==> config.mk <==
export PLATFORM = sky130hd
export DESIGN_NAME = cache_assoc
export DESIGN_NICKNAME = d
export VERILOG_FILES = /design/src/rtl/cache_pkg.sv /design/src/rtl/cache_lru.sv /design/src/rtl/cache_assoc.sv
export SDC_FILE = /design/constraint.sdc
export NUM_CORES = 2
export LEC_CHECK = 0
export ABC_AREA = 1
export BUFFER_PORTS_ARGS = -buffer_cell sky130_fd_sc_hd__buf_2
export CAP_MARGIN = 5
export CORE_UTILIZATION = 50
export CTS_CLUSTER_DIAMETER = 120
export CTS_CLUSTER_SIZE = 28
export DETAILED_ROUTE_END_ITERATION = 10
export HOLD_SLACK_MARGIN = 0.03
export MAX_ROUTING_LAYER = met4
export PLACE_DENSITY_LB_ADDON = 0.1
export SETUP_SLACK_MARGIN = 0.2
export SYNTH_ARGS = -nofsm -noshare
export SYNTH_HDL_FRONTEND = slang
export SYNTH_SLANG_ARGS = --single-unit
==> constraint.sdc <==
create_clock -name clk -period 4.3 [get_ports clk]
set_clock_uncertainty 0.15 [all_clocks]
set_input_delay 0.645 -clock clk [delete_from_list [all_inputs] [get_ports clk]]
set_output_delay 0.645 -clock clk [all_outputs]
set_load 0.03 [all_outputs]
==> src/rtl/cache_pkg.sv <==
// cache_pkg: shared types and helpers for the set-associative data cache.
//   - state_e   : controller states
//   - aw_of / idx_of_sets / taglen_of : derived field widths
//   - addr_off / addr_idx / addr_tag  : word-address slicing
package cache_pkg;

   localparam int unsigned ADDR_W = 30;
   localparam int unsigned BLK_W  = 28;
   localparam int unsigned LINE_W = 128;
   localparam int unsigned WORD_W = 32;

   typedef enum logic [1:0] {
      COMPARE   = 2'd0,
      WRITEBACK = 2'd1,
      ALLOCATE  = 2'd2
   } state_e;

   // Age/way-select width; a direct-mapped cache still keeps a 1-bit field.
   function automatic int unsigned aw_of(input int unsigned ways);
      return (ways <= 1) ? 1 : $clog2(ways);
   endfunction

   function automatic int unsigned idx_of_sets(input int unsigned sets);
      return $clog2(sets);
   endfunction

   function automatic int unsigned taglen_of(input int unsigned sets);
      return BLK_W - $clog2(sets);
   endfunction

   function automatic logic [1:0] addr_off(input logic [ADDR_W-1:0] a);
      return a[1:0];
   endfunction

   // Index is at most 6 bits (64 sets); the caller narrows to its own width.
   function automatic logic [5:0] addr_idx(input logic [ADDR_W-1:0] a, input int unsigned idx);
      return 6'((a >> 2) & ((30'd1 << idx) - 30'd1));
   endfunction

   function automatic logic [BLK_W-1:0] addr_tag(input logic [ADDR_W-1:0] a, input int unsigned idx);
      return BLK_W'(a >> (idx + 2));
   endfunction

endpackage

==> src/rtl/cache_lru.sv <==
// cache_lru: true-LRU age update for one set.
//   age_i     : current age per way (0 = MRU, WAYS-1 = LRU)
//   hit_way_i : way being touched
//   age_o     : ages after touching hit_way_i
//   lru_way_o : way currently holding age WAYS-1
module cache_lru
   import cache_pkg::*;
#(
   parameter  int unsigned WAYS = 2,
   localparam int unsigned AW   = aw_of(WAYS)
) (
   input  logic [WAYS-1:0][AW-1:0] age_i,
   input  logic [AW-1:0]           hit_way_i,
   output logic [WAYS-1:0][AW-1:0] age_o,
   output logic [AW-1:0]           lru_way_o
);

   // Touched way goes to 0; ways younger than it age by one, older ones keep their age.
   always_comb begin
      age_o     = age_i;
      lru_way_o = '0;
      for (int w = 0; w < int'(WAYS); w++) begin
         if (AW'(w) == hit_way_i) begin
            age_o[w] = '0;
         end else if (age_i[w] < age_i[hit_way_i]) begin
            age_o[w] = age_i[w] + AW'(1);
         end
         if (age_i[w] == AW'(WAYS - 1)) begin
            lru_way_o = AW'(w);
         end
      end
   end

endmodule

==> src/rtl/cache_assoc.sv <==
// cache_assoc: N-way set-associative write-back / write-allocate data cache.
//   proc_*  : pipeline side; hits complete combinationally, misses raise proc_stall
//   mem_*   : 128-bit block memory side; requests registered, mem_ready is a 1-cycle completion
module cache_assoc
   import cache_pkg::*;
#(
   parameter int unsigned SETS = 4,
   parameter int unsigned WAYS = 2
) (
   input  logic                clk,
   input  logic                proc_reset_n,
   input  logic                proc_read,
   input  logic                proc_write,
   input  logic [ADDR_W-1:0]   proc_addr,
   input  logic [WORD_W-1:0]   proc_wdata,
   output logic [WORD_W-1:0]   proc_rdata,
   output logic                proc_stall,
   output logic                mem_read,
   output logic                mem_write,
   output logic [BLK_W-1:0]    mem_addr,
   output logic [LINE_W-1:0]   mem_wdata,
   input  logic [LINE_W-1:0]   mem_rdata,
   input  logic                mem_ready
);

   localparam int unsigned IDX    = idx_of_sets(SETS);
   localparam int unsigned AW     = aw_of(WAYS);
   localparam int unsigned TAGLEN = taglen_of(SETS);

   typedef logic [WAYS-1:0][AW-1:0] age_vec_t;

   state_e              state_q, state_d;
   logic                mem_read_q, mem_read_d, mem_write_q, mem_write_d;
   logic [BLK_W-1:0]    mem_addr_q, mem_addr_d;
   logic [LINE_W-1:0]   mem_wdata_q, mem_wdata_d;
   logic [AW-1:0]       victim_q, victim_d;
   logic [IDX-1:0]      midx_q, midx_d;

   logic [LINE_W-1:0]   data_q  [SETS][WAYS];
   logic [TAGLEN-1:0]   tag_q   [SETS][WAYS];
   logic [WAYS-1:0]     valid_q [SETS];
   logic [WAYS-1:0]     dirty_q [SETS];
   age_vec_t            age_q   [SETS];

   logic [IDX-1:0]      idx;
   logic [TAGLEN-1:0]   tag;
   logic [1:0]          off;
   logic                req, is_wr, hit;
   logic [WAYS-1:0]     hit_vec;
   logic [AW-1:0]       hit_way, victim, lru_way;
   age_vec_t            age_nxt;
   logic                hit_upd, wb_done, fill;

   assign idx   = IDX'(addr_idx(proc_addr, IDX));
   assign tag   = TAGLEN'(addr_tag(proc_addr, IDX));
   assign off   = addr_off(proc_addr);
   assign req   = proc_read | proc_write;
   // Read and write together is treated as a plain read.
   assign is_wr = proc_write & ~proc_read;

   assign mem_read  = mem_read_q;
   assign mem_write = mem_write_q;
   assign mem_addr  = mem_addr_q;
   assign mem_wdata = mem_wdata_q;

   cache_lru #(.WAYS(WAYS)) u_lru (
      .age_i     (age_q[idx]),
      .hit_way_i (hit_way),
      .age_o     (age_nxt),
      .lru_way_o (lru_way)
   );

   // Tag lookup and victim choice: lowest invalid way first, otherwise LRU.
   always_comb begin
      hit_vec = '0;
      hit_way = '0;
      for (int w = 0; w < int'(WAYS); w++) begin
         hit_vec[w] = valid_q[idx][w] && (tag_q[idx][w] == tag);
         if (hit_vec[w]) hit_way = AW'(w);
      end
      hit    = |hit_vec;
      victim = lru_way;
      for (int w = int'(WAYS) - 1; w >= 0; w--) begin
         if (!valid_q[idx][w]) victim = AW'(w);
      end
   end

   // Next-state and registered mem request computation.
   always_comb begin
      state_d     = state_q;
      mem_read_d  = mem_read_q;
      mem_write_d = mem_write_q;
      mem_addr_d  = mem_addr_q;
      mem_wdata_d = mem_wdata_q;
      victim_d    = victim_q;
      midx_d      = midx_q;
      proc_stall  = 1'b0;
      proc_rdata  = '0;
      hit_upd     = 1'b0;
      wb_done     = 1'b0;
      fill        = 1'b0;
      unique case (state_q)
         COMPARE: begin
            if (req) begin
               if (hit) begin
                  hit_upd = 1'b1;
                  if (!is_wr) proc_rdata = data_q[idx][hit_way][{off, 5'd0} +: WORD_W];
               end else begin
                  proc_stall = 1'b1;
                  victim_d   = victim;
                  midx_d     = idx;
                  if (dirty_q[idx][victim]) begin
                     state_d     = WRITEBACK;
                     mem_write_d = 1'b1;
                     mem_addr_d  = {tag_q[idx][victim], idx};
                     mem_wdata_d = data_q[idx][victim];
                  end else begin
                     state_d    = ALLOCATE;
                     mem_read_d = 1'b1;
                     mem_addr_d = proc_addr[ADDR_W-1:2];
                  end
               end
            end
         end
         WRITEBACK: begin
            proc_stall = 1'b1;
            if (mem_ready) begin
               wb_done     = 1'b1;
               state_d     = ALLOCATE;
               mem_write_d = 1'b0;
               mem_read_d  = 1'b1;
               mem_addr_d  = proc_addr[ADDR_W-1:2];
            end
         end
         ALLOCATE: begin
            proc_stall = 1'b1;
            if (mem_ready) begin
               fill       = 1'b1;
               state_d    = COMPARE;
               mem_read_d = 1'b0;
            end
         end
         default: state_d = COMPARE;
      endcase
   end

   // Control state, mem outputs and per-line status bits.
   always_ff @(posedge clk or negedge proc_reset_n) begin
      if (!proc_reset_n) begin
         state_q     <= COMPARE;
         mem_read_q  <= 1'b0;
         mem_write_q <= 1'b0;
         mem_addr_q  <= '0;
         mem_wdata_q <= '0;
         victim_q    <= '0;
         midx_q      <= '0;
         for (int s = 0; s < int'(SETS); s++) begin
            valid_q[s] <= '0;
            dirty_q[s] <= '0;
            for (int w = 0; w < int'(WAYS); w++) age_q[s][w] <= AW'(w);
         end
      end else begin
         state_q     <= state_d;
         mem_read_q  <= mem_read_d;
         mem_write_q <= mem_write_d;
         mem_addr_q  <= mem_addr_d;
         mem_wdata_q <= mem_wdata_d;
         victim_q    <= victim_d;
         midx_q      <= midx_d;
         if (hit_upd) begin
            age_q[idx] <= age_nxt;
            if (is_wr) dirty_q[idx][hit_way] <= 1'b1;
         end
         if (wb_done) dirty_q[midx_q][victim_q] <= 1'b0;
         if (fill) begin
            valid_q[midx_q][victim_q] <= 1'b1;
            dirty_q[midx_q][victim_q] <= 1'b0;
         end
      end
   end

   // Line data and tags carry no reset; valid bits gate their use.
   always_ff @(posedge clk) begin
      if (hit_upd && is_wr) data_q[idx][hit_way][{off, 5'd0} +: WORD_W] <= proc_wdata;
      if (fill) begin
         data_q[midx_q][victim_q] <= mem_rdata;
         tag_q[midx_q][victim_q]  <= tag;
      end
   end

endmodule

# After elaboration in Yosys (flattened, before gate mapping)
# Memories as Yosys holds them, arrays and structs flattened.
# Cells that the tools add are included.
# op_classes
bitwise_logic	14
n_reduce_logical	21
shifts	3
mux	93
add_sub_neg	3
eq_ne	10
magnitude_cmp	16
# op_table
operator	count
$mux 128	8
$mux 256	4
$demux 128 s1	2
$reduce_or 256->1	1
$mux 32	4
$shift 32x9->128 const A	1
$shiftx 128x8->32	1
$shiftx 32x9->128	1
$mux 28	4
$mux 26	4
$pmux 28 s2	1
$eq 26x26->1	2
$mux 52	1
$mux 1	32
$mux 8	4
$mux 2	15
$demux 26 s1	1
$and 8x8->8	2
$or 8x8->8	2
$bmux 2 s2	3
$demux 2 s2	3
$ne 2x2->1 const B	6
$reduce_and 4->1	3
$logic_and 1x1->1	9
29 further kinds	46
# word_totals
memories	2
reg_bits	187
ramBits	1232
out_inout_bits	191
word_cells	185
inputBits	195
# mem_list
memory	words	word_bits	rd	rd_ports_with_merged_regs	write_ports	line_no	source
data_q	4	256	1	0	1	cache_assoc.sv:39	logic [LINE_W-1:0] data_q [SETS][WAYS];
tag_q	4	52	1	0	1	cache_assoc.sv:40	logic [TAGLEN-1:0] tag_q [SETS][WAYS];

# Logic depth before layout (Yosys ltp)
# depth
depth_word	19
ltp_mapped	22
ltp_nobuf	18

# By module
# Synthesis repeated with hierarchy kept, for this count alone.
# hier_totals
hier_cells	5154
hier_area_um2	59410.7
# by_module_without_submodules
mod	seq_area_each_um2	cells_per_inst	instances	area_each_um2
cache_assoc	41680.0	5149	1	59388.2
cache_lru	0.0	5	1	22.5

# Worst setup path after synthesis
# OpenSTA, ideal clock, no wires.
# synth_path
kind	input -> register
start	input proc_addr[2]
end	memory data_q[0][0] in the netlist's numbering, enable pin
t_required_ns	3.718
t_arrival_ns	3.903
setup_ns	0.432
path_buffers	3
path_stages	16
slack_ns	-0.185
cell_sequence	buf_6 -> buf_4 -> nor2_4 -> nand2_1 -> o21ai_1 -> nor2_1 -> inv_2 -> nand3_1 -> nor2_1 -> nand3_2 -> inv_2 -> nand2_2 -> clkbuf_1 -> nor2_1 -> nand4_1 -> a21oi_1
# synth_between
elab_chain_cells	13
elab_cells_between_ends	25
cone_classes	order compare (2); eq/ne (2); mux (13); bitwise (2); reduce/logical (5); memory (1)
# synth_rtl
element	line_no	source
start: declaration	cache_assoc.sv:14	input logic [ADDR_W-1:0] proc_addr,
parallel branches: the longest is 13 deep, another holds $mem_v2 4x52	n/a	
end: declaration	cache_assoc.sv:39	
# Several ways; the timed one is not identified. The select of a mux whose other input is x is not followed.

# Worst setup path in the final report
# layout_path
start	input proc_addr[2]
end	output proc_rdata[17]
# layout_between
elab_chain_cells	15
elab_cells_between_ends	21
cone_classes	eq/ne (2); shift (1); mux (11); bitwise (2); reduce/logical (3); memory (2)
# layout_rtl
element	line_no	source
parallel branches: the longest is 12 deep, another holds $mem_v2 4x52	n/a	
$mux 32 *	cache_assoc.sv:105	if (hit) begin
$mux 32 *	cache_assoc.sv:104	if (req) begin
$mux 32 *	cache_assoc.sv:102	unique case (state_q)
end: declaration	cache_assoc.sv:16	output logic [WORD_W-1:0] proc_rdata,
# Mark *: on every way between the ends. The select of a mux whose other input is x is not followed.

==> metrics.txt <==
R2R cell count=21; vias per cell=6.03; Post-Syn Area=59500 um2; vias in the first global route=41908; Unique masters post-synth=40; final setup fails=2; DR WL/cell=28.0 um; grt ovf=0; Slew HR=0.166; worst reg2reg setup slack=840 ps; met2 GRT Util=0.517; Worst-Margin Slew=1240 ps; Post-Syn Nets=5376; via count=45841; largest net degree at the start of global routing=103; DR iter-0 viols=6247; startpoint types=primary input; total negative slack=-46.8 ps; Std-Cell Rows=126; synth warn=0; die width=347 um; core area=118000 um2; Cell Pwr Density=472 nW/um2; FILL cells=9269; area grow syn2layout=22.1%; Final Non-Filler Cells=7601; Seq pwr share=0.504; Hold WS=72.1 ps; M1 GR Usage=0.495; CP Cell Sequence=buf_4 -> buf_12 -> buf_12 -> nor2_4 -> buf_4 -> buf_12 -> nand2_1 -> nand2_1 -> a221oi_1 -> nand2_1 -> nand3_1 -> nand2_1 -> nor2_4 -> nor2_4 -> buf_6; TritonCTS clock tree=built; critical path type=primary input to output pin; WP data arrival=3530 ps; CTS max path bufs=3; most frequent CP cell=nand2_1; grt met3 use=0.0803; worst path required time=3500 ps; slowest CP cell=a221oi_1; total CTS buffers=56; H-tree Lvls=2; Synth Register Bits=1419; Critical Path End Type=output pin; overall power=34300 uW; Max stage delay on crit path=690 ps; fin crit share=1.01; worst IR drop on VDD=0.373 mV; most common cell after layout, fill and taps aside=nand2_1; Routed Antenna Nets=0; Final WS setup=-26.2 ps; crit-path max FO=102; first-pass GRT wire length=300000 um; Reg clk slew, reported paths=120 ps; final hold violations=0; failing checks=negative setup slack; DP Cell Count=7427; Final HPWL DP=144000 um; Top Ports=386; RR Startpoint=tag_q[3][5]; Num Clock Sinks=1419; gp weighted congestion=0.982; clock network fraction of total power=0.199; Root Buffer=clkbuf_16; outcome=complete, but fails checks; Clk Latency, worst-skew pair=770 ps; Comb pwr share=0.297; top_reg_cell synth=edfxtp_1; Max Fclk=231 MHz; Top delay family on crit path=buffers and inverters; Cells after Synth=5172; initial core utilization=0.504; number of synthesized flops with an enable pin=1232; Buf+Inv Stages, Crit Path=6; routed wire length=213000 um; nets@finish=6208; Max Cap Viol=0; IO buf count=385; critical path depth=15; unrepaired setup endpoints after global routing=true; GR peak layer=met2; Leak=0.0286 uW; Setup crit end=proc_rdata[17]; GRT Util Overall=0.358; Die ar.=120000 um2; type of the tightest min-delay check=primary input to flip-flop; TritonRoute pass-1 iters=6; CP Launch Point=proc_addr[2]; worst reg2reg path endpoint=data_q[0][210]; switch share=0.349; initial antenna violation count=15; final number of max-transition violations=0; FFs w/ async S/R, synth=0.132; most frequent cells in the layout=nand2_1 (1615), edfxtp_1 (1232), buf_4 (533); height of the die=347 um; Net Switching=12000 uW; Seq/Total Area, Yosys=0.700; Pint=22400 uW; number of remaining DRC errors=0; share of layout cells above drive strength 1=0.239; final worst path period need=4330 ps; Post-Syn Area per Cell=11.5 um2
[cell families (layout without fill, tap and decap cells)]
family                     Yosys count  after routing  synth area share
AOI/OAI and AO/OA                  921            921             0.105
and+or+nand+nor                   2351           2352             0.159
adders and majority gates            9              9           0.00189
muxes                               10             10           0.00168
other                                0             13                 0
DFF                               1419           1419             0.700
buffers and inverters              462           1341            0.0324
[worst reg2reg max path, cell delays in order, from the launching register on]
cell and delay (ps):
edfxtp_1 380, nand2_1 80, nand2_1 50, nand2_1 90
nand3_1 150, nand2_1 150, nor2_1 50, nand2_1 90
nor2_2 40, nand2_2 110, nor2_4 50, buf_12 130
buf_12 120, buf_8 130, clkbuf_16 160, buf_4 150
buf_4 150, nor2_1 90, nand4_1 110, buf_4 220
a21oi_4 190, buf_12 290
[Yosys cell counts (5+ instances only)]
| master | number | area share |
|---|---|---|
| inv_1 | 133 | 0.0084 |
| nor2_4 | 5 | 0.00095 |
| o21ai_1 | 149 | 0.013 |
| buf_1 | 37 | 0.0023 |
| nand4_1 | 28 | 0.0029 |
| o31ai_1 | 32 | 0.0040 |
| buf_4 | 23 | 0.0029 |
| buf_2 | 61 | 0.0051 |
| mux2i_1 | 10 | 0.0017 |
| nor2_1 | 233 | 0.015 |
| o21a_1 | 26 | 0.0033 |
| or2_2 | 7 | 0.00074 |
| clkbuf_1 | 195 | 0.012 |
| a21oi_1 | 73 | 0.0061 |
| nand3_1 | 351 | 0.030 |
| a221oi_1 | 192 | 0.028 |
| a22oi_1 | 100 | 0.013 |
| nand2_1 | 1712 | 0.11 |
| ha_1 | 9 | 0.0019 |
| o211ai_1 | 26 | 0.0033 |
| edfxtp_1 | 1232 | 0.62 |
| dfrtp_1 | 183 | 0.077 |
| inv_2 | 7 | 0.00044 |
| a22o_1 | 114 | 0.017 |
| o21ai_0 | 206 | 0.017 |
[worst min-delay path by stage]
stage / slack, ps / to / startpoint / cells after the start
global placement: 300 / age_q[1] / age_q[1] / 2
floorplan: 200 / age_q[0] / proc_reset_n / 0
finish: 70 / tag_q[1][19] / proc_addr[23] / 1
CTS: 40 / tag_q[1][19] / proc_addr[23] / 1
detailed placement: 300 / valid_q[6] / valid_q[6] / 1
global route: 70 / tag_q[1][19] / proc_addr[23] / 1
[routing by layer]
metal | vias up | routed length, um
met3 | 412 | 25700
met4 | 0 | 9930
met5 | - | 0
met2 | 2804 | 94100
li1 | 20166 | -
met1 | 22459 | 83300
[area by class of cell]
type	count	area, um2	share of cell area
antenna	13	32.5	0.000448
multi-input combinational	3292	17300	0.238
tap	1536	1920	0.0264
clock buffer	103	1600	0.0220
clock inverter	3	57.6	0.000792
sequential	1419	41700	0.574
inverter	142	568	0.00782
timing repair buffer	1093	9500	0.131
[power by group through the flow]
stage / combinational [uW] / clock (uW) / sequential (uW)
finish: 10200 / 6820 / 17300
global route: 10800 / 7270 / 17400
floorplan: 3890 / 0 / 18900
CTS: 10100 / 6860 / 17300
global placement: 9850 / 0 / 17600
detailed placement: 9970 / 0 / 17600
[stage by stage]
stage	area [um2]	setup WS, ps	utilization
floorplan	59500	-185	-
global placement	68700	-400	0.582
detailed placement	68700	-404	0.582
CTS	71800	8.93	0.608
global route	72700	-141	0.615
finish	72700	-26.2	0.615
[state kept, by name, summed over array words and instances, names as in the netlist]
signal / flops
mem_read: 1
mem_write: 1
midx_q: 2
age_q: 8
dirty_q: 8
state_q: 2
mem_wdata: 128
victim_q: 1
mem_addr: 28
data_q: 1024
tag_q: 208
valid_q: 8
[repair_timing]
item / in CTS / in global routing
gates cloned: 7 / 8
hold buffers: 3 / 0
resized for setup: 277 / 146
setup endpoints to repair: 32 / 33
hold endpoints to repair: 81 / 0
pin swaps: 59 / 76
buffers inserted: 21 / 16
Note: power is estimated with default switching activity, not from simulation.
